===== src/rtl/tstamp_ser_tx.sv =====
// Timestamp FIFO serial transmitter: pops 16-bit words and sends them MSB-first.
// Define TSTAMP_TX_PARITY_EN to append an even-parity bit to every frame.
module tstamp_ser_tx #(
    parameter int WORDWIDTH = 16,
    parameter int CNTWIDTH  = 8
) (
    input  logic                 clk,
    input  logic                 rstb,
    input  logic                 en_i,
    input  logic                 empty_i,
    input  logic [WORDWIDTH-1:0] data_i,
    output logic                 re_o,
    output logic                 ser_o,
    output logic                 frame_o,
    output logic                 busy_o,
    output logic [CNTWIDTH-1:0]  word_cnt_o
);

    localparam int BCW = 5;

    typedef enum logic [2:0] {
        S_IDLE,
        S_POP,
        S_LOAD,
        S_START,
        S_DATA,
`ifdef TSTAMP_TX_PARITY_EN
        S_PARITY,
`endif
        S_STOP
    } state_t;

    state_t               state_q;
    state_t               state_d;
    logic [WORDWIDTH-1:0] shreg_q;
    logic [BCW-1:0]       bitcnt_q;
    logic [CNTWIDTH-1:0]  cnt_q;
    logic                 go;

`ifdef TSTAMP_TX_PARITY_EN
    logic                 par_q;
`endif

    // A word is only requested when the FIFO was seen non-empty.
    assign go = en_i && !empty_i;

    always_comb begin
        state_d = state_q;
        re_o    = 1'b0;
        ser_o   = 1'b0;
        frame_o = 1'b0;
        busy_o  = 1'b1;
        unique case (state_q)
            S_IDLE: begin
                busy_o = 1'b0;
                if (go) state_d = S_POP;
            end
            S_POP: begin
                re_o    = 1'b1;
                state_d = S_LOAD;
            end
            S_LOAD: begin
                state_d = S_START;
            end
            S_START: begin
                ser_o   = 1'b1;
                frame_o = 1'b1;
                state_d = S_DATA;
            end
            S_DATA: begin
                ser_o   = shreg_q[WORDWIDTH-1];
                frame_o = 1'b1;
                if (bitcnt_q == '0) begin
`ifdef TSTAMP_TX_PARITY_EN
                    state_d = S_PARITY;
`else
                    state_d = S_STOP;
`endif
                end
            end
`ifdef TSTAMP_TX_PARITY_EN
            S_PARITY: begin
                ser_o   = par_q;
                frame_o = 1'b1;
                state_d = S_STOP;
            end
`endif
            S_STOP: begin
                state_d = go ? S_POP : S_IDLE;
            end
            default: begin
                state_d = S_IDLE;
            end
        endcase
    end

    always_ff @(posedge clk) begin
        if (!rstb) begin
            state_q  <= S_IDLE;
            shreg_q  <= '0;
            bitcnt_q <= '0;
            cnt_q    <= '0;
`ifdef TSTAMP_TX_PARITY_EN
            par_q    <= 1'b0;
`endif
        end else begin
            state_q <= state_d;
            unique case (state_q)
                S_LOAD: begin
                    shreg_q <= data_i;
`ifdef TSTAMP_TX_PARITY_EN
                    par_q   <= ^data_i;
`endif
                end
                S_START: begin
                    bitcnt_q <= BCW'(WORDWIDTH - 1);
                end
                S_DATA: begin
                    shreg_q <= {shreg_q[WORDWIDTH-2:0], 1'b0};
                    if (bitcnt_q != '0) bitcnt_q <= bitcnt_q - 1'b1;
                end
                S_STOP: begin
                    cnt_q <= cnt_q + 1'b1;
                end
                default: begin
                end
            endcase
        end
    end

    assign word_cnt_o = cnt_q;

endmodule

===== config.mk =====
export PLATFORM = sky130hd
export DESIGN_NAME = tstamp_ser_tx
export DESIGN_NICKNAME = d
export VERILOG_FILES = /design/src/rtl/tstamp_ser_tx.sv
export SDC_FILE = /design/constraint.sdc
export NUM_CORES = 1
export LEC_CHECK = 0
export CORE_MARGIN = 1.5
export CORE_UTILIZATION = 55
export CTS_BUF_LIST = sky130_fd_sc_hd__clkbuf_4 sky130_fd_sc_hd__clkbuf_8 sky130_fd_sc_hd__clkbuf_16
export DETAILED_ROUTE_END_ITERATION = 6
export GPL_ROUTABILITY_DRIVEN = 0
export GPL_TIMING_DRIVEN = 0
export PLACE_DENSITY = 0.83
export SLEW_MARGIN = 20
export SYNTH_ARGS = -nofsm -noshare
export SYNTH_HDL_FRONTEND = slang
export SYNTH_SLANG_ARGS = --single-unit

===== constraint.sdc =====
create_clock -name clk -period 2.5 [get_ports clk]
set_input_delay 0.75 -clock clk [delete_from_list [all_inputs] [get_ports clk]]
set_output_delay 0.75 -clock clk [all_outputs]
set_load 0.01 [all_outputs]

==> results.txt, run 1 <==
The average instance area after synthesis was 9.66 um2. After the last flow step, the layout net total stands at 231. At the worst endpoint, the arrival time is 1.68 ns.

Counting the buffers created by CTS gives 5. The number of vias per cell after detailed routing was 6.07. The worst clock skew was 0.0102 ns. The routed wire length is 3.86 mm, and the count of buffer and inverter cells on the critical path is 2. Summing every instance area after synthesis gives 1640 um2. In this run, synthesis produced a sequential element count of 32. The logs give 0 for the number of max-slew violations in the final report and 11 for the pin count of the biggest net entering global routing. Post-synth net total: 192. The post-route fraction of the period consumed by the critical path is 97.4%.

Max-cap violations in this run came to 0. Measured against its own limit, the worst slew margin works out to 66.6%. The most critical setup path has its endpoint at ser_o. The post-route netlist has 16.7% of its cells at a drive strength greater than 1. The share of synthesized area in the top cell type comes to 39.0%. Synthesis produced a netlist whose cell count is 170. The tools report the initial DRC count as 57.

By startpoint and endpoint, the worst setup path is classified as reg2out. In the layout the commonest cells are 30 x sky130_fd_sc_hd__dfxtp_1, 26 x sky130_fd_sc_hd__clkdlybuf4s50_1, 12 x sky130_fd_sc_hd__o21bai_1, 12 x sky130_fd_sc_hd__o211a_1, 9 x sky130_fd_sc_hd__clkbuf_4. For this run, the number of Yosys warnings is 0.

Die extent in y: 57.7 um. Setup repair after global routing left no endpoint under its margin. Timing would allow up to 411 MHz.

The critical path runs through a total of 5 cells. The startpoint identified for the worst register-to-register timing path is bitcnt_q[0]$_SDFFE_PN0P_. In this run the core area contains 19 standard-cell rows. Sequential cells account for 49.5% of the total power. STA classifies the critical path endpoint as a primary output. At the pin with the least slew margin, the transition time is 0.498 ns.

The final setup violation count is 0. The pre-antenna-repair detailed-routing pass consisted of 4 iterations. Total power for the finished layout comes to 1.16 mW. The flow ran to the end, and the final reports show no timing, DRC or antenna violations. Number of global-route vias before repair: 1422. The cell depth of the worst flop-to-flop path is 5. CTS saw 32 sinks.

The tools report the area enclosed by the die boundary as 3320 um2. For this run the aggregate overflow at the end of global routing stands at 0. The reg-to-reg setup timing slack was 0.60 ns; the share of total power consumed by net switching was 27.0%. For the final instance count without filler cells, the log shows 241. For this design the total switching power over the nets is 0.314 mW. The sequential fraction of the synthesis area is 39.0%. The count of flip-flops with a built-in enable after synthesis is 0. The path class of the lowest-slack min-delay path is reg2reg. The number of placed cells counting well taps was 231; the deepest clock path buffer count was 2. Of all cell types, the one taking the most synthesized area is sky130_fd_sc_hd__dfxtp_1.

The run gives 58.6% as the starting utilization of the core area. The detailed router placed 1462 vias in this run. The clock period minus worst slack works out to 2.43 ns.

For the DRC violations left, the log shows 0. Along the worst path, the maximum fanout reaches 10. The logs give 0 for the number of antenna violations at the first check in global routing and 0 for the remaining number of nets flagged by the antenna check after routing.

The tools report the maximum ir drop on the vdd rail as 0.000337 V. The clock slew at the register clock pins of the worst setup and hold paths was 0.10 ns. For this design, the slowest cell found on the critical path is sky130_fd_sc_hd__dfxtp_2. For this run, the leading register cell type out of synthesis is sky130_fd_sc_hd__dfxtp_1. The tools report the final hold violation count as 0. TritonCTS built the clock tree. The die span in x was 57.7 um; the proportion of synthesized flip-flops having asynchronous set or reset was 0%. Relative to the synthesized area, the layout overhead comes to 27.0%. Detailed placement ended at an HPWL of 2.66 mm. Buffers placed on the I/O ports in this run total 30.

The startpoint of the most critical hold path was shreg_q[6]$_SDFFE_PN0P_. The most common cell after layout, fill and taps aside was sky130_fd_sc_hd__dfxtp_1. The region available for standard cell placement spans 2810 um2.

The cell family contributing the most delay on the critical path is simple AND/OR/NAND/NOR gates. Counting distinct cell types in the post-synthesis netlist gives 45. For the worst endpoint required time, the log shows 1.75 ns. The first global-routing pass estimated 6.57 mm of wire.

The run gives 0 as the final antenna diode count. The analysis attributes to cell leakage a power of 0.887 nW. The post-detailed-route wirelength per cell was 16.0 um.

The power per unit of standard cell area is 557 nW/um2, and the insertion delay of the later-clocked pin in the worst-skew pair is 0.33 ns. For the end-of-flow core utilization, the log shows 74.4%. The delay contributed by the slowest stage of the critical path came out at 0.37 ns. The startpoint of the most critical setup path is state_q[2]$_SDFFE_PN0P_. The H-tree was split into 2 levels. The internal portion of total power is 0.848 mW, and the total routing usage reported by global routing is 25.6%. After routing, the total negative slack on setup checks comes to 0 ns. The tools report the critical path startpoint category as a flip-flop. The run gives 22.1% as the part of the total power dissipated in combinational logic.

The clock network accounts for 28.4% of the total power. The root buffer cell chosen for the clock tree is sky130_fd_sc_hd__clkbuf_4. The worst register-to-register path ends at bitcnt_q[0]$_SDFFE_PN0P_.

The critical path goes through clkbuf_4, nand2b_1, or2_2, nand2_1, clkdlybuf4s15_1. Yosys attributes the largest share of cell area to sky130_fd_sc_hd__dfxtp_1 39%, sky130_fd_sc_hd__o211a_1 7.3%, sky130_fd_sc_hd__o21bai_1 5.5%. 32 I/O pins were placed.
==> area by class of cell <==
cell class | instances | area [um2]
Tap cell | 31 | 38.8
Sequential cell | 32 | 643
Inverter | 8 | 30.0
Buffer | 13 | 90.1
Clock buffer | 8 | 66.3
Multi-Input combinational cell | 117 | 906
Timing Repair Buffer | 32 | 312
Fill cell | 208 | 719
==> tightest hold or removal path, cell delays in order, from the launching register on <==
cell and delay (ns):
sky130_fd_sc_hd__dfxtp_1 0.32, sky130_fd_sc_hd__inv_1 0.05, sky130_fd_sc_hd__a221oi_1 0.06
==> cell families after synthesis <==
group                    count (synthesis)  share of synthesized area [%]
XOR/XNOR                                 4                           2.13
multiplexers                            14                           10.6
AO/OA/AOI/OAI                           54                           25.1
AND/OR/NAND/NOR                         43                           15.4
flip-flops                              32                           39.0
buffers and inverters                   21                           6.24
adder cells (fa/ha/maj)                  2                           1.52
==> sequential cells by signal (all words and copies together), names as in the netlist <==
name	cells
shreg_q	16
word_cnt_o	8
bitcnt_q	5
state_q	3
==> power groups by stage <==
| stage | Combinational, mW | Clock, mW | Sequential [mW] |
|---|---|---|---|
| floorplan | 0.172 | 0 | 0.580 |
| global placement | 0.239 | 0 | 0.584 |
| detailed placement | 0.250 | 0 | 0.586 |
| CTS | 0.255 | 0.334 | 0.575 |
| global route | 0.280 | 0.353 | 0.582 |
| finish | 0.257 | 0.330 | 0.576 |
==> Yosys cell counts (4+ instances only) <==
master and number:
sky130_fd_sc_hd__a21oi_1 7, sky130_fd_sc_hd__o21ai_0 5, sky130_fd_sc_hd__nand2_1 8, sky130_fd_sc_hd__o21bai_1 12, sky130_fd_sc_hd__mux2_4 5, sky130_fd_sc_hd__nor2_1 7
sky130_fd_sc_hd__dfxtp_1 32, sky130_fd_sc_hd__o211a_1 12, sky130_fd_sc_hd__a211oi_1 4, sky130_fd_sc_hd__or3_1 4, sky130_fd_sc_hd__inv_1 7, sky130_fd_sc_hd__clkbuf_1 9
sky130_fd_sc_hd__mux2_2 7
==> layer usage <==
metal	wire length (um)	part of all wire, %	vias to the layer above	global-route usage [%]
li1	-	-	717	-
met2	1910	49	56	42.9
met4	95	2.5	0	11.6
met1	1640	42	677	31.2
met3	219	5.7	12	6.25
met5	0	0	-	0
==> through the flow <==
step	setup slack, ns	hold WS, ns	instance area (um2)
finish	0.0652	0.478	2090
floorplan	0.582	0.429	1640
global placement	-0.101	0.443	1980
CTS	0.0496	0.476	2080
global route	0.00546	0.491	2090
detailed placement	-0.128	0.462	1980
==> worst min path at each step <==
stage,to,cells past startpoint
3_5_place_dp,shreg_q[6]$_SDFFE_PN0P_,2
2_1_floorplan,bitcnt_q[4]$_SDFFE_PN0P_,2
3_3_place_gp,bitcnt_q[4]$_SDFFE_PN0P_,2
5_1_grt,shreg_q[5]$_SDFFE_PN0P_,2
4_1_cts,shreg_q[6]$_SDFFE_PN0P_,2
6_report,shreg_q[6]$_SDFFE_PN0P_,2
==> what timing repair did <==
action | CTS | global route
pin swaps | 1 | 0
buffers inserted | 2 | 0
gates resized for setup | 15 | 3
setup endpoints to repair | 4 | 2
hold buffers | 0 | 0
Power figures use the tool's default switching activity.
==> run 2: changes to the inputs <==
CORE_UTILIZATION = 51   (was 55)
PLACE_DENSITY = 0.78   (was 0.83)
clock period = 2.8 ns   (was 2.5 ns; I/O delays follow)
==> run 2 against run 1 <==
Against the previous run:
- clock-buffer cell count shrank 3
- combinational power down 13%
- die area is 7.4% higher
- cell area grew 1.4%
- worst hold slack got worse by 0.0036 ns
- routed wire length shrank 6.8%
- critical endpoint is now frame_o
- largest power group unchanged
==> results.txt, run 2 (same netlist as run 1, synthesis figures left out) <==
After clock tree synthesis, the clock-pin slew on the worst setup and hold paths is 0.11 ns. Most frequent cell on the critical path: sky130_fd_sc_hd__buf_6. Total of buffers placed on input and output ports: 30. The insertion delay of the later-clocked pin in the worst-skew pair is 0.34 ns, and the count of hold-fix buffers inserted at cts is 0.

Static timing analysis puts the maximum clock frequency at 372 MHz. Clock tree synthesis found a total of 32 sinks. The number of flip-flops under the largest register name is 16. The fraction of layout cells with a size suffix above 1 came out at 16.2%.

The run gives 0 as the final hold violation count. In the final design database the tool counted 231 nets. More flip-flops sit in one register than any other, and that register is shreg_q. Startpoint of the most critical setup path: state_q[0]$_SDFFE_PN0P_.

The category of the critical setup timing path was reg2out. The flow ran to the end, and the final reports show no timing, DRC or antenna violations. Critical path startpoint category: a flip-flop. The number of placed instances, taps included, is 244. The die is 59.8 um tall.

Broken down by cell family, the worst path's largest delay share belongs to buffers and inverters. Setup total negative slack on the finished layout was measured at 0 ns. The routed layout has 1446 vias. The logs give 1288 for the number of global-route vias before repair and 0 for the number of max-slew violations in the final report. In the final routed layout, each cell accounts on average for 14.2 um. The run gives 0 as the number of antenna violations at the first check in global routing.

The delay contributed by the slowest stage of the critical path came out at 0.40 ns. The final setup violation count came out at 0. The clock buffer count from CTS was 5. Counting along the longest clock path gives a buffer depth of 2.

The count of buffer and inverter cells on the critical path is 4, and the pin count of the biggest net entering global routing is 12. The final antenna diode count is 0, and the boundary pin count is 32. Data arrival at the endpoint of the critical path: 1.85 ns. In this run the critical register-to-register path is captured at bitcnt_q[0]$_SDFFE_PN0P_. STA classifies the critical path endpoint as a primary output.

The run gives 0 as the remaining number of nets flagged by the antenna check after routing. The layout overhead on the synthesized area is 28.7%, and the maximum ir drop on the vdd rail is 0.000367 V. Power spread over the standard cell area amounts to 517 nW/um2. The placed wire-length estimate is 2.55 mm.

The worst pin sits at a relative slew slack of 67.4%. The run gives 0 as the DRC violations left. The starting utilization of the core area is 53.8%, and the transition time of the tightest slew-check pin is 0.486 ns. Origin of the critical flop-to-flop path: bitcnt_q[0]$_SDFFE_PN0P_. The cell area after placement was 2000 um2. The final instance count without filler cells was 254.

The logs give 0 for the leftover overflow at the end of global routing and 3050 um2 for the placeable core region. The first-pass iteration count of the detailed router was 4. TritonCTS built the clock tree. The slowest stage of the critical path belongs to the cell sky130_fd_sc_hd__or3b_1.

Data on the critical path is required at its endpoint by 1.96 ns. The critical path goes through buf_6, or3b_1, buf_6, buf_6, nand2_1, dlygate4sd2_1. The design draws 1.09 mW. Counting buffers and inverters, the worst setup path is 6 cells deep. Setup repair after global routing left no endpoint under its margin. The worst path in the final design needs a cycle of 2.69 ns, including I/O delays and setup. The number of rows created at floorplan is 20, and the top fanout value on the critical path is 19. The finished cells cover 2110 um2. The die is 59.8 um wide. The cell depth of the worst flop-to-flop path came out at 5. Across the run, the number of max-cap violations was 0. The clock tree root buffer cell was sky130_fd_sc_hd__clkbuf_4.

The reg-to-reg setup timing slack is 1.00 ns, and the routed wire length is 3.60 mm. The library cells used most frequently in the layout, excluding fill and tap cells, are 30 x sky130_fd_sc_hd__dfxtp_1, 28 x sky130_fd_sc_hd__clkdlybuf4s50_1, 12 x sky130_fd_sc_hd__o21bai_1, 12 x sky130_fd_sc_hd__o211a_1, 8 x sky130_fd_sc_hd__nand2_1. The path class of the tightest hold or removal check is reg2reg.

The first global-routing pass estimated 5.72 mm of wire. The detailed router finished its first iteration with 73 violations. The die covers 3570 um2.

Summed over all cells, the static leakage comes to 0.889 nW. The H-tree depth reported by CTS is 2, and the number of vias per cell after detailed routing is 5.69. The tools report the end of the critical path as frame_o. The library cell used most frequently in the layout, excluding fill and tap cells, is sky130_fd_sc_hd__dfxtp_1. Across every metal layer, demand over resource in global routing totals 21.5%. The post-route fraction of the period consumed by the critical path was 96.1%. For the final database, setup skew stands at 0.00800 ns.
run 2: cell count changes in the layout (fill, tap and decap cells not counted), sizes merged:
cell	before	now
clkdlybuf4s50	26	28
clkdlybuf4s15	1	0
bufinv	0	1
clkbuf	17	13
clkinv	1	2
clkinvlp	0	1
run 2: report_power, final:
| part | total [mW] | internal, mW | switching [mW] |
|---|---|---|---|
| Clock | 0.353 | 0.186 | 0.167 |
| Sequential | 0.515 | 0.493 | 0.0214 |
| Combinational | 0.224 | 0.121 | 0.104 |
| Total | 1.09 | 0.800 | 0.292 |
run 2: worst min path at each step:
| stage | slack, ns | depth (start not counted) | end | startpoint |
|---|---|---|---|---|
| after detailed placement | 0.46 | 2 | bitcnt_q[4]$_SDFFE_PN0P_ | bitcnt_q[4]$_SDFFE_PN0P_ |
| after floorplan | 0.43 | 2 | bitcnt_q[4]$_SDFFE_PN0P_ | bitcnt_q[4]$_SDFFE_PN0P_ |
| after global placement | 0.45 | 2 | bitcnt_q[4]$_SDFFE_PN0P_ | bitcnt_q[4]$_SDFFE_PN0P_ |
| after CTS | 0.47 | 2 | bitcnt_q[4]$_SDFFE_PN0P_ | bitcnt_q[4]$_SDFFE_PN0P_ |
| after global routing | 0.49 | 2 | bitcnt_q[4]$_SDFFE_PN0P_ | bitcnt_q[4]$_SDFFE_PN0P_ |
| final | 0.47 | 2 | bitcnt_q[4]$_SDFFE_PN0P_ | bitcnt_q[4]$_SDFFE_PN0P_ |
run 2: layout make-up:
type | count | area (um2)
well taps | 44 | 55.1
multi-input cells | 117 | 906
repair buffers | 33 | 324
clock buffers | 5 | 37.5
fillers | 262 | 938
plain buffers | 12 | 76.3
flip-flops and latches | 32 | 643
clock inverters | 3 | 42.5
inverters | 8 | 30.0
run 2: metrics by stage:
stage	setup slack (ns)	utilization [%]	hold WS [ns]
floorplan	0.792	-	0.429
global placement	0.145	65.5	0.448
detailed placement	0.0995	65.5	0.457
CTS	-0.118	68.4	0.472
global route	0.0250	69.3	0.488
finish	0.109	69.3	0.475
run 2: what timing repair did:
action,CTS,global route
setup buffers,0,3
setup endpoints to repair,3,2
pin swaps,0,1
gates resized for setup,5,8
hold endpoints to repair,0,0
cloned,0,0
run 2: layer usage:
layer	wire [um]	track usage, %	part of all wire, %	vias up
met2	1800	37.3	50	49
met5	0	0	0	-
li1	-	-	-	716
met1	1530	25.2	43	676
met4	47	5.71	1.3	0
met3	217	7.14	6.0	5
run 2: worst min-delay path: stages, from the launching register on:
cell                       delay (ns)
sky130_fd_sc_hd__dfxtp_1         0.34
sky130_fd_sc_hd__nand2_1         0.06
sky130_fd_sc_hd__a311oi_1        0.04
==> run 3: changes to the inputs <==
PLACE_DENSITY = 0.75   (was 0.78)
==> run 3 against run 2 <==
Against the previous run:
- setup slack lost 0.00089 ns
- die area is the same
- clock skew grew 0.0020 ns
- largest power group unchanged
- critical endpoint is now busy_o
==> results.txt, run 3 (same netlist as run 1, synthesis figures left out) <==
The H-tree depth reported by CTS was 2. In this run switching power makes up 27.1% of total power. The clock passes through at most 2 buffers.

The tools report the critical path startpoint category as a flip-flop. Buffers inserted to repair hold after CTS numbered 0. The share of total power dissipated in the clock network is 28.5%. By startpoint and endpoint, the worst setup path is classified as reg2out. The tools report the max-capacitance violation count as 0.

Leaving out fill and tap cells, the most frequent cells in the layout are 30 x sky130_fd_sc_hd__dfxtp_1, 28 x sky130_fd_sc_hd__clkdlybuf4s50_1, 12 x sky130_fd_sc_hd__o21bai_1, 12 x sky130_fd_sc_hd__o211a_1. TritonCTS built the clock tree. For the global-route wire length before repair, the log shows 6.00 mm. The clock buffer count from CTS was 5. Number of global-route vias before repair: 1357. The clock period minus worst slack came out at 2.69 ns. The part of the total power dissipated in combinational logic came out at 21.8%. The power per unit of standard cell area is 498 nW/um2. Boundary pin count: 32.

The leftover overflow at the end of global routing was 0; the internal portion of total power was 0.757 mW. Dividing the detail-routed wire length by the instance count gives 14.4 um. The logs give 230 for the layout net count and 0 for the DRC violations left. The total number of clock tree sinks was 32; the die span in x was 59.8 um. Path class of the lowest-slack min-delay path: reg2reg.

Entering global routing, the biggest net connects 11 pins. Setup violations remaining at the end of the flow were counted as 0. In the global route stage, overall resource usage came out at 22.0%.

The repair_antennas step left the layout with diodes totalling 0. The starting utilization of the core area was 53.8%; the power consumption was 1.04 mW. Summed over all nets, the switching power comes to 0.282 mW. The end-of-flow core utilization came out at 68.4%. The die extent in y came out at 59.8 um.

The first-pass iteration count of the detailed router came out at 4. The layout overhead on the synthesized area was 27.1%; the number of vias per cell after detailed routing was 5.68. The number of flip-flops under the largest register name is 16. Number of rows created at floorplan: 20. The largest register by flop count was shreg_q. Across the VDD grid, the largest voltage drop is 0.000370 V. The post-route fraction of the period consumed by the critical path is 96.1%, and the placed wire-length estimate is 2.63 mm.

Routed wire length: 3.65 mm. Clock skew on the completed layout was measured at 0.0100 ns. The logs give 0 for the final hold violation count and 70 for the initial DRC count. The later pin in the worst-skew pair is clocked with a latency of 0.33 ns. The tools report the number of max-slew violations in the final report as 0. Data arrives at the worst endpoint at 1.85 ns. The standby leakage power is 0.882 nW, and the top fanout value on the critical path is 10. The nature of the critical path endpoint was a primary output. Setup repair after global routing left no endpoint under its margin. In the final layout, the share of cells above drive strength 1 is 15.8%.

The core region is 3050 um2. During placement, the flow inserted port buffers numbering 30. The worst pin sits at a relative slew slack of 68.6%.

The library cell used most frequently in the layout, excluding fill and tap cells, is sky130_fd_sc_hd__dfxtp_1. The filler cells instantiated in the layout total 264. The part of the power in registers is 49.7%.

The clock slew at the register clock pins of the worst setup and hold paths was 0.09 ns; the area enclosed by the die boundary was 3570 um2. The run finished with clean final reports. For the worst setup path, the data required time is 1.96 ns.

The tree is rooted in a sky130_fd_sc_hd__clkbuf_4. The total via count after detailed routing is 1436. At the pin with the least slew margin, the transition time is 0.467 ns.

The count of nets left with antenna violations once routing finished came out at 0. The number of antenna violations at the first check in global routing is 0, and the achievable frequency is 371 MHz.
==> run 3: changes by cell type in the layout (fill, tap and decap cells not counted) <==
cell | before | now
sky130_fd_sc_hd__buf_4 | 3 | 1
sky130_fd_sc_hd__clkbuf_4 | 7 | 8
sky130_fd_sc_hd__bufinv_16 | 1 | 0
sky130_fd_sc_hd__clkinv_2 | 1 | 0
sky130_fd_sc_hd__buf_2 | 1 | 3
sky130_fd_sc_hd__clkbuf_8 | 0 | 1
sky130_fd_sc_hd__clkinvlp_4 | 1 | 0
==> run 3: timing repair <==
| action | 4_1_cts | 5_1_grt |
|---|---|---|
| pin swaps | 0 | 1 |
| setup buffers | 0 | 1 |
| setup endpoints to repair | 2 | 2 |
| resized for setup | 7 | 5 |
==> run 3: metrics by stage <==
| stage | instances | TNS (ns) | cell area (um2) | hold slack [ns] | worst slack (ns) |
|---|---|---|---|---|---|
| after floorplan | 170 | 0 | 1640 | 0.429 | 0.792 |
| after global placement | 244 | 0 | 2000 | 0.445 | 0.114 |
| after detailed placement | 244 | 0 | 2000 | 0.453 | 0.111 |
| after CTS | 252 | -0.0228 | 2080 | 0.466 | -0.0228 |
| after global routing | 253 | 0 | 2090 | 0.486 | 0.0278 |
| final | 253 | 0 | 2090 | 0.467 | 0.108 |
==> run 3: metal layers <==
| metal | up-vias | share of wire (%) | wire (um) | GRT usage [%] |
|---|---|---|---|---|
| met5 | - | 0 | 0 | 0 |
| met4 | 0 | 2.0 | 73 | 10.2 |
| met3 | 9 | 5.3 | 192 | 4.33 |
| met2 | 48 | 50 | 1840 | 37.4 |
| met1 | 669 | 42 | 1550 | 26.4 |
| li1 | 710 | - | - | - |
==> run 3: critical path: stages, from the launching register on <==
cell                              delay [ns]
sky130_fd_sc_hd__dfxtp_1                0.32
sky130_fd_sc_hd__buf_6                  0.13
sky130_fd_sc_hd__buf_2                  0.19
sky130_fd_sc_hd__or3_1                  0.40
sky130_fd_sc_hd__clkdlybuf4s50_1        0.49
==> run 3: worst paths after layout <==
path	from	endpoint	slack (ns)	cells past startpoint
hold / removal	bitcnt_q[4]$_SDFFE_PN0P_	bitcnt_q[4]$_SDFFE_PN0P_	0.47	2
setup / recovery	state_q[0]$_SDFFE_PN0P_	busy_o	0.11	4
hold reg to reg	bitcnt_q[4]$_SDFFE_PN0P_	bitcnt_q[4]$_SDFFE_PN0P_	0.47	2
setup reg to reg	bitcnt_q[0]$_SDFFE_PN0P_	bitcnt_q[2]$_SDFFE_PN0P_	0.96	5
==> run 3: cell type report <==
| type | instances | area, um2 | area share [%] |
|---|---|---|---|
| repair buffers | 31 | 309 | 14.8 |
| flip-flops and latches | 32 | 643 | 30.8 |
| clock buffers | 8 | 66.3 | 3.18 |
| inverters | 8 | 30.0 | 1.44 |
| well taps | 44 | 55.1 | 2.64 |
| plain buffers | 13 | 78.8 | 3.77 |
| multi-input cells | 117 | 906 | 43.4 |
==> run 3: power by group through the flow <==
stage	clock, mW	sequential (mW)	combinational (mW)
after floorplan	0	0.518	0.153
after global placement	0	0.523	0.214
final	0.296	0.517	0.226
after global routing	0.319	0.520	0.248
after CTS	0.299	0.516	0.225
after detailed placement	0	0.526	0.221
